`src/rtl/riscv_pkg.sv`:
```
// Shared core types used by the unified-memory port arbiter.
package riscv_pkg;

    localparam int XLEN = 32;

    typedef enum logic [2:0] {
        MEM_B,
        MEM_H,
        MEM_W,
        MEM_BU,
        MEM_HU
    } mem_op_t;

    typedef enum logic [1:0] {
        ARB_IDLE,
        ARB_ISSUE,
        ARB_WAIT
    } arb_state_e;

    typedef enum logic {
        OWN_IF,
        OWN_D
    } arb_owner_e;

endpackage

```
`src/rtl/mem_arb_grant.sv`:
```
// Combinational IF/D grant with a starvation counter that forces IF to win
// after STARVE_LIMIT consecutive conflict losses.
module mem_arb_grant #(
    parameter int STARVE_LIMIT = 4
) (
    input  logic clk,
    input  logic reset,
    input  logic arb_en,
    input  logic if_valid,
    input  logic d_valid,
    output logic grant_if,
    output logic grant_d
);

    localparam int CW = (STARVE_LIMIT < 1) ? 1 : $clog2(STARVE_LIMIT + 1);
    localparam logic [CW-1:0] LIMIT = CW'(STARVE_LIMIT);

    logic [CW-1:0] starve_cnt;
    logic          conflict;

    always_comb begin
        conflict = if_valid && d_valid;
        grant_if = 1'b0;
        grant_d  = 1'b0;
        if (arb_en) begin
            if (conflict) begin
                grant_if = (starve_cnt == LIMIT);
                grant_d  = !grant_if;
            end else begin
                grant_if = if_valid;
                grant_d  = d_valid;
            end
        end
    end

    // D can only win a conflict while below the limit, so the increment saturates.
    always_ff @(posedge clk) begin
        if (reset) begin
            starve_cnt <= '0;
        end else if (grant_if) begin
            starve_cnt <= '0;
        end else if (grant_d && conflict && (starve_cnt != LIMIT)) begin
            starve_cnt <= starve_cnt + 1'b1;
        end
    end

endmodule

```
`src/rtl/mem_port_arbiter.sv`:
```
// Shares one single-port memory between fetch and data requesters, one
// transaction in flight. Optional counters enabled by MEM_ARB_STATS_EN.
module mem_port_arbiter
    import riscv_pkg::*;
#(
    parameter int ADDR_WIDTH   = 32,
    parameter int STARVE_LIMIT = 4
) (
    input  logic                  clk,
    input  logic                  reset,
    input  logic                  if_req_valid,
    input  logic [ADDR_WIDTH-1:0] if_req_addr,
    output logic                  if_req_ready,
    output logic                  if_rsp_valid,
    output logic [XLEN-1:0]       if_rsp_rdata,
    input  logic                  d_req_valid,
    input  logic                  d_req_we,
    input  logic [ADDR_WIDTH-1:0] d_req_addr,
    input  logic [XLEN-1:0]       d_req_wdata,
    input  mem_op_t               d_req_mem_op,
    output logic                  d_req_ready,
    output logic                  d_rsp_valid,
    output logic [XLEN-1:0]       d_rsp_rdata,
    output logic                  mem_req_valid,
    output logic                  mem_req_we,
    output logic [ADDR_WIDTH-1:0] mem_req_addr,
    output logic [XLEN-1:0]       mem_req_wdata,
    output mem_op_t               mem_req_mem_op,
    input  logic                  mem_req_ready,
    input  logic                  mem_rsp_valid,
    input  logic [XLEN-1:0]       mem_rsp_rdata
`ifdef MEM_ARB_STATS_EN
    ,
    output logic [31:0]           stat_if_grants,
    output logic [31:0]           stat_d_grants,
    output logic [31:0]           stat_conflicts
`endif
);

    arb_state_e state, state_nx;
    arb_owner_e owner;
    logic       arb_en;
    logic       grant_if, grant_d;

    assign arb_en = (state == ARB_IDLE) && !reset;

    mem_arb_grant #(
        .STARVE_LIMIT(STARVE_LIMIT)
    ) u_grant (
        .clk      (clk),
        .reset    (reset),
        .arb_en   (arb_en),
        .if_valid (if_req_valid),
        .d_valid  (d_req_valid),
        .grant_if (grant_if),
        .grant_d  (grant_d)
    );

    // Outputs are forced low while reset is held, whatever the old state.
    always_comb begin
        state_nx      = state;
        if_req_ready  = 1'b0;
        d_req_ready   = 1'b0;
        mem_req_valid = 1'b0;
        if_rsp_valid  = 1'b0;
        d_rsp_valid   = 1'b0;
        if (!reset) begin
            case (state)
                ARB_IDLE: begin
                    if_req_ready = grant_if;
                    d_req_ready  = grant_d;
                    if (grant_if || grant_d) state_nx = ARB_ISSUE;
                end
                ARB_ISSUE: begin
                    mem_req_valid = 1'b1;
                    if (mem_req_ready) state_nx = ARB_WAIT;
                end
                ARB_WAIT: begin
                    if (mem_rsp_valid) begin
                        if_rsp_valid = (owner == OWN_IF);
                        d_rsp_valid  = (owner == OWN_D);
                        state_nx     = ARB_IDLE;
                    end
                end
                default: state_nx = ARB_IDLE;
            endcase
        end
    end

    assign if_rsp_rdata = mem_rsp_rdata;
    assign d_rsp_rdata  = mem_rsp_rdata;

    always_ff @(posedge clk) begin
        if (reset) state <= ARB_IDLE;
        else       state <= state_nx;
    end

    always_ff @(posedge clk) begin
        if (reset) begin
            owner          <= OWN_IF;
            mem_req_we     <= 1'b0;
            mem_req_addr   <= '0;
            mem_req_wdata  <= '0;
            mem_req_mem_op <= mem_op_t'(3'd0);
        end else if (grant_if) begin
            owner          <= OWN_IF;
            mem_req_we     <= 1'b0;
            mem_req_addr   <= if_req_addr;
            mem_req_wdata  <= '0;
            mem_req_mem_op <= MEM_W;
        end else if (grant_d) begin
            owner          <= OWN_D;
            mem_req_we     <= d_req_we;
            mem_req_addr   <= d_req_addr;
            mem_req_wdata  <= d_req_wdata;
            mem_req_mem_op <= d_req_mem_op;
        end
    end

`ifdef MEM_ARB_STATS_EN
    always_ff @(posedge clk) begin
        if (reset) begin
            stat_if_grants <= '0;
            stat_d_grants  <= '0;
            stat_conflicts <= '0;
        end else begin
            if (grant_if) stat_if_grants <= stat_if_grants + 32'd1;
            if (grant_d)  stat_d_grants  <= stat_d_grants + 32'd1;
            if (arb_en && if_req_valid && d_req_valid) stat_conflicts <= stat_conflicts + 32'd1;
        end
    end
`endif

endmodule

```
`config.mk`:
```
export PLATFORM = sky130hd
export DESIGN_NAME = mem_port_arbiter
export DESIGN_NICKNAME = d
export VERILOG_FILES = /design/src/rtl/riscv_pkg.sv /design/src/rtl/mem_arb_grant.sv /design/src/rtl/mem_port_arbiter.sv
export SDC_FILE = /design/constraint.sdc
export NUM_CORES = 1
export LEC_CHECK = 0
export CAP_MARGIN = 20
export CELL_PAD_IN_SITES_DETAIL_PLACEMENT = 0
export CELL_PAD_IN_SITES_GLOBAL_PLACEMENT = 1
export CORE_ASPECT_RATIO = 0.6
export CORE_MARGIN = 3
export CORE_UTILIZATION = 24
export CTS_BUF_LIST = sky130_fd_sc_hd__clkbuf_8
export DETAILED_ROUTE_END_ITERATION = 10
export MAX_ROUTING_LAYER = met4
export PLACE_DENSITY_LB_ADDON = 0.12
export SKIP_LAST_GASP = 1
export SLEW_MARGIN = 20
export SYNTH_ARGS = -nofsm -noshare
export SYNTH_HDL_FRONTEND = slang
export SYNTH_SLANG_ARGS = --single-unit
export TNS_END_PERCENT = 100
```
`constraint.sdc`:
```
create_clock -name clk -period 2.2 [get_ports clk]
set_input_delay 0.44 -clock clk [delete_from_list [all_inputs] [get_ports clk]]
set_output_delay 0.44 -clock clk [all_outputs]
set_load 0.02 [all_outputs]
```
==> out/qor.txt <==
WHS -> 0.475 ns
insertion delay to the later sink of the worst-skew pair -> 0.34 ns
slowest stage cell, crit path -> or4b_4
worst reg-to-reg path cell count -> 6
Post-Syn Nets -> 603
maxcap violations -> 0
final setup vio count -> 0
CP bufs+invs -> 1
CTS buffer count -> 9
WS Path Type -> flip-flop to primary output
grt total ovfl -> 0
syn avg cell area -> 8.20 sq um
post-synth top area cell -> dfxtp_1
Mapped Cells -> 463
max-slew violation count -> 0
die area -> 17400 sq um
crit path cell chain -> or4b_4 -> nor2_4 -> buf_4
initial antenna violation count -> 0
vias in the first global route -> 3940
filler instances -> 1546
flops & latches, synth -> 74
setup TNS -> 0 ns
RSZ-0062 raised after global routing -> false
max_slew headroom -> 56.8%
core area -> 15000 sq um
Hold WC Path Type -> flip-flop to flip-flop
synth top area cells -> dfxtp_1 39%, buf_4 13%, a21oi_1 9.4%, a2111oi_0 7.4%, nor4_1 5.3%
share of layout cells above drive strength 1 -> 10.1%
DRT antenna net count -> 0
f_max -> 488 MHz
CP top delay family -> simple AND/OR/NAND/NOR gates
synth unique cells -> 36
Final Skew -> 0.0143 ns
Post-CTS Hold Fix Bufs -> 0
P&R area growth vs syn -> 49.2%
total power -> 3.88 mW
die height -> 103 um
Cell Area, Placed -> 5430 sq um
Critical Path AT -> 1.61 ns
post-detailed-routing wire length -> 14500 um
leakage -> 1.89 nW
Worst Min Path Start -> u_grant.starve_cnt[1]$_SDFFE_PP0P_
DP HPWL -> 9720 um
Longest Clk Path Bufs -> 2
slowest stage delay, CP -> 0.60 ns
total global-route track usage -> 16.7%
outcome -> finished clean
origin of the critical flop-to-flop path -> u_grant.starve_cnt[0]$_SDFFE_PP0P_
clk slew on worst S/H paths -> 0.08 ns
PD cells -> 685 nW/um^2
I/O Buffers -> 178
Vias -> 3856
final period utilization -> 93.1%
DR pass1 iterations -> 4
Ys Warns -> 0
top cell type's share of synthesized area -> 39.0%
most frequent cells in the layout -> 170 x clkdlybuf4s50_1, 74 x dfxtp_1, 71 x a21oi_1, 36 x nand3_1
Worst setup SP type -> flip-flop
reg2reg setup slack -> 0.17 ns
Row Count -> 34
post-layout util -> 37.8%
Slew @ Worst Pin -> 0.648 ns
DR vias/cell -> 5.04
commonest non-fill, non-tap cell in the layout -> clkdlybuf4s50_1
ys async rst share -> 0%
Critical Path End Type -> primary output
Final #Nets -> 703
Hold Path Cell Cnt -> 2
Starting Density -> 25.4%
Tmin final -> 2.05 ns
global-route wire length before repair -> 22200 um
clk root buf -> clkbuf_8
io pins -> 275
GP Congestion -> 0.746
hold worst-path end -> u_grant.starve_cnt[1]$_SDFFE_PP0P_
initial drt markers -> 248
TritonCTS clock tree -> built
postcts setup bufs -> 0
Die W -> 168 um
ys flop type -> dfxtp_1
H-tree Lvls -> 3
Cell Area, Synth -> 3800 sq um
WP data required -> 1.76 ns
Post-synth EDFFs -> 0
Final Hold Violating Endpoints -> 0
drt wl/cell -> 18.9 um
Max FO, Critical Path -> 5
Final Cell Area -> 5660 sq um
DRC Markers -> 0
Seq/Total Area, Yosys -> 39.0%
worst IR drop on VDD -> 309 uV
CTS Sinks -> 74
worst r2r dst -> mem_req_addr[29]$_SDFFE_PP0P_
largest net degree at the start of global routing -> 38
# diodes -> 0
-- cell families after synthesis --
group	share of synthesized area, %
fa+ha+maj	0.659
flops	39.0
simple gates	18.5
buf+inv	18.6
compound gates	23.0
xor+xnor	0.231
-- state kept, by name (all words and copies together) (netlist names) --
name	flops
mem_req_wdata	32
mem_req_mem_op	3
mem_req_addr	32
u_grant.starve_cnt	3
state	2
mem_req_we	1
owner	1
-- cell type report --
cell class              instances  area [sq um]  share of cell area (%)
clock buffers                  11           151                    2.67
clock inverters                 4          75.1                    1.33
inverters                       2          7.51                   0.133
multi-input cells             272          1650                    29.1
flip-flops and latches         74          1480                    26.2
well taps                     198           248                    4.37
repair buffers                204          2050                    36.2
-- power by group --
| group | switching (mW) | internal (mW) |
|---|---|---|
| sequential | 0.0732 | 1.46 |
| combinational | 0.565 | 0.558 |
| clock | 0.525 | 0.695 |
| total | 1.16 | 2.72 |
-- worst max-delay path by stage --
stage	start	endpoint	slack [ns]	cells after the start
after global routing	u_grant.starve_cnt[0]$_SDFFE_PP0P_	mem_req_addr[14]$_SDFFE_PP0P_	0.006	6
after CTS	d_req_valid	d_req_ready	-0.26	4
after global placement	d_req_valid	d_req_ready	-0.62	4
after detailed placement	d_req_valid	d_req_ready	-0.61	4
after floorplan	reset	if_rsp_valid	0.16	3
final	state[1]$_SDFFE_PP0P_	d_req_ready	0.15	3
-- cell usage after synthesis, types with 3 or more instances --
master	n
nor2_1	6
nor3_1	32
nand2_1	3
nand3_1	36
buf_4	67
nor4_1	32
clkbuf_1	38
o21ai_1	4
a21oi_1	71
o21ai_0	32
dfxtp_1	74
buf_2	7
a2111oi_0	32
-- tightest hold or removal path, cell delays in order, from the launching register on --
cell	delay, ns
dfxtp_1	0.33
nand2_1	0.06
a21oi_1	0.05
-- layer usage --
| metal | up-vias | part of all wire [%] | GRT usage (%) |
|---|---|---|---|
| met1 | 1837 | 50 | 23.7 |
| met4 | 0 | 0.30 | 3.46 |
| met2 | 161 | 43 | 23.8 |
| li1 | 1851 | - | - |
| met5 | - | 0 | - |
| met3 | 7 | 7.0 | 4.44 |
-- through the flow --
stage,instances,setup WS (ns)
2_1_floorplan,463,0.165
3_3_place_gp,750,-0.620
3_5_place_dp,750,-0.611
4_1_cts,765,-0.257
5_1_grt,765,0.00608
6_report,765,0.152
-- repair_timing --
| item | 4_1_cts | 5_1_grt |
|---|---|---|
| resized for setup | 13 | 14 |
| cloned | 0 | 0 |
| endpoints found under the setup margin | 5 | 5 |
| pin swaps | 0 | 1 |
Power figures use the tool's default switching activity.
